<file path="src/rtl/kmp_pkg.sv">
// Shared definitions for the KMP pattern loader and matcher.
// The matcher's end-of-pattern compare keys off PAT_LEN_DEF.
package kmp_pkg;
  localparam int PAT_LEN_DEF = 4;
  localparam int CHAR_W      = 8;
  localparam int PAT_ADDR_W  = 3;

  typedef logic [2:0] state_t;
  localparam state_t IDLE     = 3'd0;
  localparam state_t LOAD     = 3'd1;
  localparam state_t LPS_INIT = 3'd2;
  localparam state_t LPS_STEP = 3'd3;
  localparam state_t DONE     = 3'd4;
endpackage

</file>
<file path="src/rtl/kmp_lps_engine.sv">
// Pattern/failure-table register files plus the one-compare-per-cycle
// longest-proper-prefix-suffix datapath.
module kmp_lps_engine
  import kmp_pkg::*;
#(
  parameter int PAT_LEN = PAT_LEN_DEF,
  parameter int DATA_W  = CHAR_W,
  parameter int ADDR_W  = PAT_ADDR_W
) (
  input  logic              clk,
  input  logic              rst,
  input  logic              clear,
  input  logic              load_en,
  input  logic [DATA_W-1:0] load_data,
  input  logic              init,
  input  logic              step,
  output logic [ADDR_W-1:0] idx,
  output logic              lps_we,
  output logic [ADDR_W-1:0] lps_addr,
  output logic [ADDR_W-1:0] lps_wdata,
  output logic              last_wr
);
  // Full address-space depth keeps every index exactly ADDR_W bits wide.
  localparam int DEPTH = 1 << ADDR_W;
  localparam logic [ADDR_W-1:0] LAST = ADDR_W'(PAT_LEN - 1);

  logic [ADDR_W-1:0] i, len, len_p1, len_m1;
  logic [DEPTH-1:0][DATA_W-1:0] p;
  logic [DEPTH-1:0][ADDR_W-1:0] lps;
  logic match, len_zero, step_wr;

  assign len_p1   = len + ADDR_W'(1);
  assign len_m1   = len - ADDR_W'(1);
  assign match    = p[i] == p[len];
  assign len_zero = len == '0;
  assign step_wr  = step && (match || len_zero);

  assign idx       = i;
  assign lps_we    = init || step_wr;
  assign lps_addr  = step_wr ? i : '0;
  assign lps_wdata = (step_wr && match) ? len_p1 : '0;
  assign last_wr   = step_wr && (i == LAST);

  always_ff @(posedge clk) begin
    if (rst) begin
      i   <= '0;
      len <= '0;
      p   <= '0;
      lps <= '0;
    end else if (clear) begin
      i <= '0;
    end else if (load_en) begin
      p[i] <= load_data;
      i    <= i + ADDR_W'(1);
    end else if (init) begin
      lps[0] <= '0;
      i      <= ADDR_W'(1);
      len    <= '0;
    end else if (step) begin
      if (match) begin
        len    <= len_p1;
        lps[i] <= len_p1;
        i      <= i + ADDR_W'(1);
      end else if (!len_zero) begin
        // Fallback: retry the same i against a shorter prefix.
        len <= lps[len_m1];
      end else begin
        lps[i] <= '0;
        i      <= i + ADDR_W'(1);
      end
    end
  end
endmodule

</file>
<file path="src/rtl/kmp_pattern_loader.sv">
// Loads a KMP search pattern over valid/ready into pattern memory, then
// builds the failure table; done stays high until the next start.
module kmp_pattern_loader
  import kmp_pkg::*;
#(
  parameter int PAT_LEN = PAT_LEN_DEF,
  parameter int DATA_W  = CHAR_W,
  parameter int ADDR_W  = PAT_ADDR_W
) (
  input  logic              clk,
  input  logic              rst,
  input  logic              start,
  input  logic              char_valid,
  input  logic [DATA_W-1:0] char_data,
  output logic              char_ready,
  output logic              pat_we,
  output logic [ADDR_W-1:0] pat_addr,
  output logic [DATA_W-1:0] pat_wdata,
  output logic              lps_we,
  output logic [ADDR_W-1:0] lps_addr,
  output logic [ADDR_W-1:0] lps_wdata,
  output logic              busy,
  output logic              done
);
  localparam logic [ADDR_W-1:0] LAST = ADDR_W'(PAT_LEN - 1);

  state_t state, state_nx;
  logic [ADDR_W-1:0] idx;
  logic accept, start_ok, step_last;

  assign start_ok   = start && (state == IDLE || state == DONE);
  assign char_ready = state == LOAD;
  assign accept     = char_valid && char_ready;
  assign pat_we     = accept;
  assign pat_addr   = accept ? idx : '0;
  assign pat_wdata  = accept ? char_data : '0;
  assign busy       = state == LOAD || state == LPS_INIT || state == LPS_STEP;
  assign done       = state == DONE;

  always_comb begin
    state_nx = state;
    case (state)
      IDLE:     if (start_ok) state_nx = LOAD;
      LOAD:     if (accept && idx == LAST) state_nx = LPS_INIT;
      LPS_INIT: state_nx = LPS_STEP;
      LPS_STEP: if (step_last) state_nx = DONE;
      DONE:     if (start_ok) state_nx = LOAD;
      default:  state_nx = IDLE;
    endcase
  end

  always_ff @(posedge clk) begin
    if (rst) state <= IDLE;
    else     state <= state_nx;
  end

  kmp_lps_engine #(.PAT_LEN(PAT_LEN), .DATA_W(DATA_W), .ADDR_W(ADDR_W)) u_lps (
    .clk       (clk),
    .rst       (rst),
    .clear     (start_ok),
    .load_en   (accept),
    .load_data (char_data),
    .init      (state == LPS_INIT),
    .step      (state == LPS_STEP),
    .idx       (idx),
    .lps_we    (lps_we),
    .lps_addr  (lps_addr),
    .lps_wdata (lps_wdata),
    .last_wr   (step_last)
  );
endmodule

</file>
<file path="config.mk">
export PLATFORM = sky130hd
export DESIGN_NAME = kmp_pattern_loader
export DESIGN_NICKNAME = d
export VERILOG_FILES = /design/src/rtl/kmp_pkg.sv /design/src/rtl/kmp_lps_engine.sv /design/src/rtl/kmp_pattern_loader.sv
export SDC_FILE = /design/constraint.sdc
export NUM_CORES = 1
export LEC_CHECK = 0
export CAP_MARGIN = 20
export CORE_UTILIZATION = 51
export CTS_CLUSTER_SIZE = 20
export DETAILED_ROUTE_END_ITERATION = 10
export PLACE_DENSITY_LB_ADDON = 0.2
export SETUP_SLACK_MARGIN = 0.02
export SLEW_MARGIN = 30
export SYNTH_ARGS = -nofsm -noshare
export SYNTH_HDL_FRONTEND = slang
export SYNTH_SLANG_ARGS = --single-unit
export TNS_END_PERCENT = 1
</file>
<file path="constraint.sdc">
create_clock -name clk -period 2.4 [get_ports clk]
set_input_delay 0.24 -clock clk [delete_from_list [all_inputs] [get_ports clk]]
set_output_delay 0.24 -clock clk [all_outputs]
set_load 0.03 [all_outputs]
</file>
* Word-level counts from Yosys, hierarchy flattened *
Index checks and enable logic that the tools add are counted.

word-level totals
  register bits after elaboration = 97
  input port bits = 12
  output and inout bits = 22

operators by class
  add/sub/neg operators = 3
  $lt $le $gt $ge = 4
  equality and inequality tests = 10
  muxes and demuxes = 33
  bitwise operators = 5
  reductions and logical operators = 27

operators by type and width
  operator                                                    count
  bitwise mux 64 bit                                          1
  two-way mux 3 bit                                           19
  binary-select mux 8 bit (select 3 bit)                      2
  two-way mux 24 bit                                          2
  two-way mux 8 bit                                           4
  AND 24 bit                                                  1
  bitwise mux 24 bit                                          1
  demux 8 bit (select 3 bit)                                  1
  inverter 24 bit                                             1
  less-than comparator 3 x 4 -> 1 bit, second input constant  3
  one-hot mux 3 bit (4 select lines)                          1
  binary-select mux 3 bit (select 3 bit)                      1
  demux 3 bit (select 3 bit)                                  1
  equality test 3 x 2 -> 1 bit, second input constant         3
  equality test 8 bit                                         1
  AND reduction 4 bit                                         2
  logical AND 1 bit                                           7
  adder 3 x 1 -> 3 bit, second input constant                 2
  logical NOT 3 bit                                           2
  nonzero test 3 bit                                          2
  logical OR 1 bit                                            5
  AND reduction 5 bit                                         1
  inequality test 2 x 1 -> 1 bit, second input constant       2
  AND reduction 2 bit                                         2
  other kinds (11)                                            15

* Logic depth before layout (Yosys ltp) *
Gate-level depths: netlist of run 1.

  depth in word-level cells = 10
  mapped depth = 11
  gate-level depth less buffers = 9

* Cells and area by module *
A second synthesis of run 1 with hierarchy kept.

second synthesis, totals
  cell total of the unflattened synthesis = 555
  area, all modules = 5495.3 µm²

modules (own cells, without submodules)
  module              times used  cells an instance  area an instance (µm²)
  kmp_lps_engine      1           514                5177.5
  kmp_pattern_loader  1           41                 317.8

* Least setup slack after synthesis of run 1 *
Ideal clock, no wire load.

  path type = flip-flop to output port
  start point = register u_lps.len[2]
  end point = output port lps_wdata[0]
  arrival time = 2.722 ns
  data required time = 2.160 ns
  slack = -0.562 ns
  cell stages (with the launch flop) = 7
  buffers on the path = 1
  cells stage by stage = dfxtp_1 buf_2 mux4_2 mux2i_1 xnor2_1 o2111ai_4 nor4_1

on the way
  word-level cells in the longest chain between the ends = 7
  elaborated cells between the ends (all ways) = 8
  those cells by class = eq/ne: 1; mux: 3; reduce/logical: 4

RTL lines
  what                                     RTL line                  text
  start, declared                          kmp_lps_engine.sv:27      logic [ADDR_W-1:0] i, len, len_p1, len_m1;
  start signal, assigned                   kmp_lps_engine.sv:61      len <= len_p1;
  start signal, assigned                   kmp_lps_engine.sv:66      len <= lps[len_m1];
  binary-select mux 8 bit (select 3 bit)   kmp_lps_engine.sv:34      assign match = p[i] == p[len];
  two-way mux 8 bit (implied by the code)  kmp_lps_engine.sv:34
  equality test 8 bit                      kmp_lps_engine.sv:34
  logical OR 1 bit                         kmp_lps_engine.sv:36      assign step_wr = step && (match || len_zero);
  logical AND 1 bit                        kmp_lps_engine.sv:36
  logical AND 1 bit *                      kmp_lps_engine.sv:41      assign lps_wdata = (step_wr && match) ? len_p1 : '0;
  two-way mux 3 bit *                      kmp_lps_engine.sv:41
  end, declared                            kmp_pattern_loader.sv:21  output logic [ADDR_W-1:0] lps_wdata,

Mark *: on every way between the ends. The rest lies on a longest branch, timed or not. The select of a mux whose other input is x is not followed.

* Worst setup path in the final report of run 1 *
  start point = register u_lps.len[2]
  end point = output port lps_addr[0]

on the way
  word-level cells in the longest chain between the ends = 6
  elaborated cells between the ends (all ways) = 7
  those cells by class = eq/ne: 1; mux: 3; reduce/logical: 3

RTL lines
  what                                     RTL line                  text
  binary-select mux 8 bit (select 3 bit)   kmp_lps_engine.sv:34
  two-way mux 8 bit (implied by the code)  kmp_lps_engine.sv:34
  equality test 8 bit                      kmp_lps_engine.sv:34
  logical OR 1 bit *                       kmp_lps_engine.sv:36
  logical AND 1 bit *                      kmp_lps_engine.sv:36
  two-way mux 3 bit *                      kmp_lps_engine.sv:40      assign lps_addr = step_wr ? i : '0;
  end, declared                            kmp_pattern_loader.sv:20  output logic [ADDR_W-1:0] lps_addr,

Marks and branches as above.

==> results by stage, run 1 <==
Run status:
- The flow ran to the end, but the final reports show violations.
- The checks that failed: negative setup slack.

Yosys:
- The synthesized design contains 97 register bits.
- Counting flops with an async set or reset pin after synthesis yields a share of 0.
- In this run, synthesis inferred 0 flip-flops with an integrated enable.
- The post-synthesis cell count is about 640.
- Dividing the synthesized area by the synthesized cell count gives roughly 8.7 µm².
- In this run the cell area of the synthesized design comes to approximately 0.0055 mm².
- The fraction of the yosys area taken by sequential cells is 0.3514.
- The synthesized net count is 655.
- Counting distinct cell types in the post-synthesis netlist gives 66.
- The number of warnings printed during yosys synthesis is 0.
- In the synthesized netlist the dominant register cell turns out to be sky130_fd_sc_hd__dfxtp_1.

Power and ir drop:
- The share of total power dissipated in combinational logic is 0.201.
- Of the total power, registers draw 0.429.
- The standby leakage power is roughly 2.7 nW.
- The analysis attributes to net switching a power of between 1 and 1.5 mW.
- The switching portion of total power is 0.2775.
- Internal power comes to 2.751 mW.
- Of the total power, the clock network draws 0.370.
- IR analysis of the VDD net gives a maximum drop of 0.0004478 V.
- Dividing total power by cell area gives a power density of about 530 mW/mm².

Clock network:
- The deepest level of the CTS H-tree is 3.
- The maximum buffer depth of the clock tree is 2.
- The clock latency at the later pin of the worst-skew pair is between 300 and 400 ps.
- The clock-pin slew on the worst setup and hold paths is about 90 ps.
- TritonCTS created 9 clock buffers.
- The clock sink count is 97.
- TritonCTS built the clock tree.
- CTS placed an instance of sky130_fd_sc_hd__clkbuf_8 at the clock tree root.

Worst setup path:
- The largest fanout of any net on the critical path is 4.
- At the worst endpoint, the required time is roughly 2200 ps.
- The type of destination of the critical path is an output port.
- STA classifies the critical path startpoint as a flop.
- For this run, the slowest stage of the critical path takes approximately 480 ps.
- Walking the worst path, the cells encountered are buf_12, mux4_2, mux2i_1, xor2_1, buf_4, nand4_4, o21ai_4, and3_2, buf_6.
- Among all stages on the critical path, the largest delay is contributed by sky130_fd_sc_hd__mux4_2.
- The critical path arrival is between 2000 and 3000 ps.
- The path type of the worst setup path is reg2out.

Worst hold path:
- In this run the worst hold path is classified as in2reg.

Global route:
- The total global-route track usage is 0.3372.
- The global-route wire length before repair is 28.79 mm.
- Entering global routing, the biggest net connects between 40 and 50 pins.
- The initial antenna violation count came to 0.
- The via count of the first global-routing pass is 5,329.
- Summed over all layers, the global routing overflow is 0.

Floorplanning:
- The die extent in x is approximately 110 µm.
- The placeable core region is 0.01042 mm².
- The die outline area is about 0.011 mm².
- The vertical extent of the die is about 110 µm.
- Row generation in the floorplan step produced 37 rows.
- The initial core utilization is 0.5305.
- The count of pins on the block boundary is 34.

Timing:
- Setup violations remaining at the end of the flow were counted as just over 40.
- The part of the cycle the worst path needs is 1.252.
- The shortest clock period the worst path allows after layout is between 3000 and 4000 ps.
- The number of slew-limit violations in the final report was 0.
- For the pin with the worst max-slew slack, the measured transition is a little under 800 ps.
- Setup repair after global routing could not meet its margin everywhere.
- Static timing analysis puts the maximum clock frequency at between 0.3 and 0.4 GHz.
- Measured against its own limit, the worst slew margin works out to 0.4663.
- The final hold violation count is 0.
- Setup total negative slack on the finished layout was measured at -11,420 ps.
- Once routing completed, OpenROAD measured the worst setup slack at -605.2 ps.
- Clock skew on the completed layout was measured at about 11 ps.

Final layout:
- The post-synthesis to final-layout area growth is 30.14%.
- The finished layout cell area is roughly 0.0072 mm².
- The number of antenna diodes in the final layout is 0.
- In the final layout, the share of cells above drive strength 1 is 0.3180.
- The top cell types in the final layout, fill and taps aside, are sky130_fd_sc_hd__nand2_1 (105), sky130_fd_sc_hd__buf_4 (97), sky130_fd_sc_hd__dfxtp_1 (91).
- The most common cell after layout, fill and taps aside is sky130_fd_sc_hd__nand2_1.
- The net count of the finished layout is 751.
- The number of non-filler instances in the completed layout is slightly below 900.
- Measured on the finished design, the core utilization comes to 0.6903.

Place:
- After detailed placement, the total cell area comes to between 0.006 and 0.007 mm².
- The detailed placer's ending HPWL is ~13 mm.
- The congestion estimate from routability-driven global placement came to about 1.0.
- The port buffer count is 33.
- The total instance count after detailed placement is roughly 840.

Drt:
- The DRC violation total after the first TritonRoute iteration is roughly 550.
- After detailed routing, the total wire length is between 15 and 20 mm.
- The number of vias per cell is approximately 6.2.
- The routed layout has 5,464 vias.
- After detailed routing, the number of remaining DRC violations is 0.
- Once detail routing completed, the nets flagged for antenna violations numbered 0.
- The detailed-router iteration count before antenna repair is 7.
- The detail-routed net length per standard cell is approximately 21 µm.

Job:
- The number of violations of the max-capacitance limit is 0.
==> metrics by stage <==
step | hold slack [ps] | setup slack (ps) | total power, mW
3_3_place_gp | 443.7 | -283.3 | 2.310
6_report | 394.6 | -605.2 | 3.807
4_1_cts | 378.4 | -538.9 | 3.756
3_5_place_dp | 458.3 | -327.7 | 2.320
5_1_grt | 403.1 | -703.9 | 3.921
2_1_floorplan | 415.8 | -104.4 | 2.073
==> path summary, 6_finish.rpt <==
check                                 start                        end  slack [ps]  cells after the start
setup reg to reg  u_lps.len[0]$_SDFFE_PP0P_  u_lps.lps[2]$_SDFFE_PP0P_        -350                     11
setup / recovery  u_lps.len[2]$_SDFFE_PP0P_                lps_addr[0]        -610                      9
hold reg to reg   u_lps.lps[4]$_SDFFE_PP0P_  u_lps.lps[4]$_SDFFE_PP0P_         470                      2
hold / removal                          rst   u_lps.p[20]$_SDFFE_PP0P_         390                      3
==> power by group through the flow <==
stage | Combinational [mW] | Clock, mW | Sequential (mW)
after CTS | 0.705 | 1.42 | 1.63
after floorplan | 0.404 | 0 | 1.67
after global routing | 0.802 | 1.48 | 1.63
after detailed placement | 0.646 | 0 | 1.67
final | 0.765 | 1.41 | 1.63
after global placement | 0.636 | 0 | 1.67
==> critical path: cells and delay by family (launching register included) <==
kind | cells | cell delay [ps]
flip-flops | 1 | 410
AO/OA/AOI/OAI | 1 | 220
AND/OR/NAND/NOR | 2 | 350
multiplexers | 2 | 650
XOR/XNOR | 1 | 320
buffers and inverters | 3 | 430
==> layer usage <==
metal	share of wire	up-vias	track usage
met2	0.49	261	0.5668
met4	0.043	0	0.1835
li1	-	2490	-
met1	0.40	2650	0.4185
met3	0.062	63	0.04598
met5	0	-	0
==> cell type report <==
class / count / area (µm²)
clock buffer: 12 / 176.4
clock inverter: 4 / 95.09
inverter: 10 / 37.54
sequential: 97 / 1962
timing repair buffer: 139 / 1236
fill: 836 / 3226
multi-input combinational: 477 / 3513
tap: 136 / 170.2
==> cell usage after synthesis, types with 3 or more instances <==
cell type / n / area [µm²]
sky130_fd_sc_hd__nand2_1: 105 / 394.1
sky130_fd_sc_hd__dfxtp_1: 97 / 1942
sky130_fd_sc_hd__a21oi_1: 75 / 375.4
sky130_fd_sc_hd__nand3_1: 55 / 275.3
sky130_fd_sc_hd__mux2i_1: 52 / 520.5
sky130_fd_sc_hd__nor2_1: 36 / 135.1
sky130_fd_sc_hd__clkbuf_1: 32 / 120.1
sky130_fd_sc_hd__mux4_2: 24 / 540.5
sky130_fd_sc_hd__and3_1: 16 / 100.1
sky130_fd_sc_hd__o21ai_0: 15 / 75.07
sky130_fd_sc_hd__nor3_1: 10 / 50.05
sky130_fd_sc_hd__a211oi_1: 7 / 52.55
sky130_fd_sc_hd__buf_2: 7 / 35.03
sky130_fd_sc_hd__inv_1: 7 / 26.28
sky130_fd_sc_hd__buf_6: 6 / 67.56
sky130_fd_sc_hd__buf_1: 5 / 18.77
sky130_fd_sc_hd__ha_1: 5 / 62.56
sky130_fd_sc_hd__nand2b_1: 5 / 31.28
sky130_fd_sc_hd__buf_4: 4 / 30.03
sky130_fd_sc_hd__nor2b_1: 4 / 25.02
sky130_fd_sc_hd__xnor2_1: 4 / 35.03
sky130_fd_sc_hd__xor2_1: 4 / 35.03
sky130_fd_sc_hd__nor3b_1: 3 / 22.52
sky130_fd_sc_hd__o2111ai_1: 3 / 26.28
sky130_fd_sc_hd__o31ai_1: 3 / 22.52
==> registers in the layout (all words and copies together), names as in the netlist <==
name / cells
u_lps.idx: 3
u_lps.lps: 24
u_lps.p: 64
state: 3
u_lps.len: 3
==> cell families after synthesis <==
kind of cell,count (synthesis),synth area share
and+or+nand+nor,253,0.2178
xor gates and xnor gates,9,0.01562
AOI/OAI and AO/OA,132,0.1517
muxes,78,0.1961
buffers and inverters,64,0.05593
DFF,97,0.3514
adders and majority gates,5,0.01132
==> repair_timing <==
item | in CTS | in global routing
pin swaps | 18 | 15
setup endpoints to repair | 41 | 41
gates resized for setup | 42 | 41
buffers inserted | 17 | 1
hold buffers | 0 | 0
No activity file was read; power rests on OpenSTA's default activity.
==> run 2, diff against run 1 <==
--- a/config.mk
+++ b/config.mk
@@ -7,10 +7,12 @@
 export LEC_CHECK = 0
 export CAP_MARGIN = 20
 export CORE_UTILIZATION = 51
+export CTS_BUF_LIST = sky130_fd_sc_hd__clkbuf_8 sky130_fd_sc_hd__clkbuf_16
 export CTS_CLUSTER_SIZE = 20
 export DETAILED_ROUTE_END_ITERATION = 10
 export PLACE_DENSITY_LB_ADDON = 0.2
 export SETUP_SLACK_MARGIN = 0.02
+export SKIP_LAST_GASP = 1
 export SLEW_MARGIN = 30
 export SYNTH_ARGS = -nofsm -noshare
 export SYNTH_HDL_FRONTEND = slang
==> run 2 against run 1 <==
Against the previous run: the run still ends with negative setup slack left; die area stayed put; register-to-register slack better by 20 ps; hold slack worse by 9.3 ps; critical endpoint unchanged; largest cell class unchanged.
==> results by stage, run 2 (synthesis results as in run 1) <==
Timing:
- The part of the cycle the worst path needs was 1.236 (-0.01660).
- The post-route setup TNS came to -11,320 ps (+99.10 ps).
- The number of slew-limit violations in the final report is 0 (unchanged).
- The maximum achievable frequency is 0.3372 GHz (+1.3%).
- Setup repair after global routing could not meet its margin everywhere.
- The post-route clock skew came to 12.54 ps (+1.804 ps).
- The final hold violation count is 0 (unchanged).
- The shortest clock period the worst path allows after layout is 2965 ps (-39.85 ps).
- The final worst setup slack is -565.3 ps (+39.85 ps).
- The final setup violation count is 41 (unchanged).
- The worst-margin pin slew came to 784.2 ps (-10.26 ps).
- The remaining max-slew budget at the tightest pin is 0.4732 (+0.006894).

Drt:
- The met1 wire length is 7.013 mm (-4.6%).
- The routed wire length was 17.92 mm (-2.5%).
- The detailed-route via count is 5,466 (+0.037%).
- The met3 wire length is 1.402 mm (+24%).
- After detailed routing, no signal wire sits above met4.
- The detailed-router iteration count before antenna repair is 5 (-2).
- The number of vias per cell was 6.254 (+0.15%).
- The total DRC errors in the routed layout is 0 (unchanged).
- The met2 wire length is 8.696 mm (-4.3%).
- The DRC violation total after the first TritonRoute iteration is 466 (-15%).
- The detail-routed net length per standard cell was 20.51 µm (-2.4%).
- The residual antenna-violating net count after detailed routing came to 0 (unchanged).

Clock network:
- The maximum buffer depth of the clock tree came to 2 (unchanged).
- The deepest level of the CTS H-tree is 3 (unchanged).
- The clock sink count is 97 (unchanged).
- The number of hold-repair buffers added at the cts stage was 0 (unchanged).
- The clock-pin slew on the worst setup and hold paths was 90 ps (about the same).
- The CTS root buffer is sky130_fd_sc_hd__clkbuf_8.
- The clock tree from TritonCTS is done.
- The clock latency at the later pin of the worst-skew pair is 390 ps (about the same).
- The CTS buffer count is 9 (unchanged).

Worst hold path:
- The type of the worst min-delay path is in2reg.
- The worst min-delay path startpoint is rst.

Final layout:
- The fill cell total of the finished layout is 862 (+3.1%).
- Leaving out fill and tap cells, the most frequent cell in the layout is sky130_fd_sc_hd__buf_4.
- The top cell types in the final layout, fill and taps aside, are sky130_fd_sc_hd__buf_4 (113), sky130_fd_sc_hd__nand2_1 (105), sky130_fd_sc_hd__dfxtp_1 (91).
- The number of flip-flops under the largest register name is 64 (unchanged).
- In the final layout, the registers with the most flip-flops are u_lps.p (64), u_lps.lps (24).
- Compared with the post-synthesis result, the final layout area differs by 26.54%.
- The number of inserted diodes came to 0 (unchanged).
- The register with the most flip-flops in the final layout is u_lps.p.
- The utilization after layout is 0.6712 (-0.01910).
- The fraction of final layout cells sized beyond drive strength 1 is 0.2846 (-0.03344).
- The number of nets at the end of the flow came to 750 (-0.13%).
- The finished layout cell area was 0.006992 mm² (-2.8%).

Run status:
- The final reports fail on negative setup slack.
- The flow ran to the end, but the final reports show violations.

Floorplanning:
- The vertical extent of the die is 106.1 µm (unchanged).
- The die extent in x is 106.1 µm (unchanged).
- The count of pins on the block boundary is 34 (unchanged).
- The number of standard-cell rows in the floorplan is 37 (unchanged).
- The initial core utilization is 0.5305 (unchanged).
- The die outline area came to 0.01125 mm² (unchanged).
- The placeable core region is 0.01042 mm² (unchanged).

Place:
- The final weighted congestion in routability-driven placement was 1.010 (unchanged).
- The port buffer count is 33 (unchanged).
- The post-detailed-placement cell area is 0.006475 mm² (unchanged).
- The detailed placer's ending HPWL came to 12.57 mm (unchanged).

Global route:
- The global-route wire length before repair is 28.66 mm (-0.46%).
- The total global routing overflow came to 0 (unchanged).
- The via count of the first global-routing pass came to 5,338 (+0.17%).
- The total global-route track usage is 0.3366 (-0.0006612).
- The initial antenna violation count was 0 (unchanged).
- The maximum number of pins on one net before global-route repair came to 47 (unchanged).

Worst setup path:
- The element type at the critical path start is a flop.
- The critical path arrival is 2730 ps (-40 ps).
- The largest fanout of any net on the critical path is 4 (unchanged).
- In this run the critical register-to-register path is launched from u_lps.len[2]$_SDFFE_PP0P_.
- The launch point of the worst path is u_lps.len[2]$_SDFFE_PP0P_.
- The path type of the worst setup path is reg2out.
- The required time at the endpoint of the critical path came to 2160 ps (about the same).
- The type of destination of the critical path is an output port.

Power and ir drop:
- The standby leakage power was 2.694 nW (-1.3%).
- The worst supply voltage drop on vdd is 0.0004476 V (about the same).
- The power density relative to cell area came to 539.5 mW/mm² (+1.9%).

Job:
- The number of violations of the max-capacitance limit is 0 (unchanged).
## run 2: changes by cell type in the layout (fill, tap and decap cells not counted), moves of 2 or more
cell                      before  now
sky130_fd_sc_hd__buf_4        97  113
sky130_fd_sc_hd__buf_6        22    7
sky130_fd_sc_hd__o21ai_2      10    0
sky130_fd_sc_hd__o21ai_0       6   15
sky130_fd_sc_hd__a21oi_1      67   73
sky130_fd_sc_hd__a21oi_2       8    2
sky130_fd_sc_hd__nand3_1      53   55
## run 2: metrics by stage
stage	setup WS, ps	cells	power (mW)	hold slack, ps
5_1_grt	-683.3	874	3.894	400.6
6_report	-565.3	874	3.772	385.3
3_5_place_dp	-327.7	841	2.320	458.3
4_1_cts	-538.9	874	3.751	378.4
3_3_place_gp	-283.3	841	2.310	443.7
2_1_floorplan	-104.4	638	2.073	415.8
## run 2: power breakdown
group	internal [mW]	total, mW	switching [mW]
Combinational	0.301	0.731	0.430
Sequential	1.62	1.63	0.0144
Clock	0.811	1.41	0.597
## run 2: timing repair
action	4_1_cts	5_1_grt
gates resized for setup	17	11
setup buffers	17	0
pin swaps	10	3
endpoints found under the setup margin	41	42
## run 2: path summary, 6_finish.rpt
check                              end  cells after the start  slack, ps
max                        lps_addr[0]                      9       -570
min reg2reg  u_lps.lps[4]$_SDFFE_PP0P_                      2        470
min           u_lps.p[20]$_SDFFE_PP0P_                      3        390
max reg2reg  u_lps.lps[5]$_SDFFE_PP0P_                     11       -330
## run 2: final cells by class
class / instances / area (µm²) / area share
flip-flops and latches: 97 / 1962 / 0.2806
clock buffers: 12 / 176.4 / 0.02523
well taps: 136 / 170.2 / 0.02434
clock inverters: 4 / 95.09 / 0.01360
multi-input cells: 477 / 3398 / 0.4860
repair buffers: 138 / 1152 / 0.1648
inverters: 10 / 37.54 / 0.005369
## run 2: worst max-delay path, stage by stage, from the launching register on
cell                      delay [ps]
sky130_fd_sc_hd__dfxtp_4         410
sky130_fd_sc_hd__buf_12          120
sky130_fd_sc_hd__mux4_2          480
sky130_fd_sc_hd__mux2i_1         170
sky130_fd_sc_hd__xor2_1          280
sky130_fd_sc_hd__buf_4           170
sky130_fd_sc_hd__nand4_4         150
sky130_fd_sc_hd__o21ai_4         220
sky130_fd_sc_hd__and3_2          190
sky130_fd_sc_hd__buf_4           150
## run 2: per-layer routing
layer / track usage / up-vias
met5: 0 / -
met4: 0.1855 / 0
met3: 0.05150 / 70
met2: 0.5635 / 297
met1: 0.4150 / 2612
li1: - / 2487
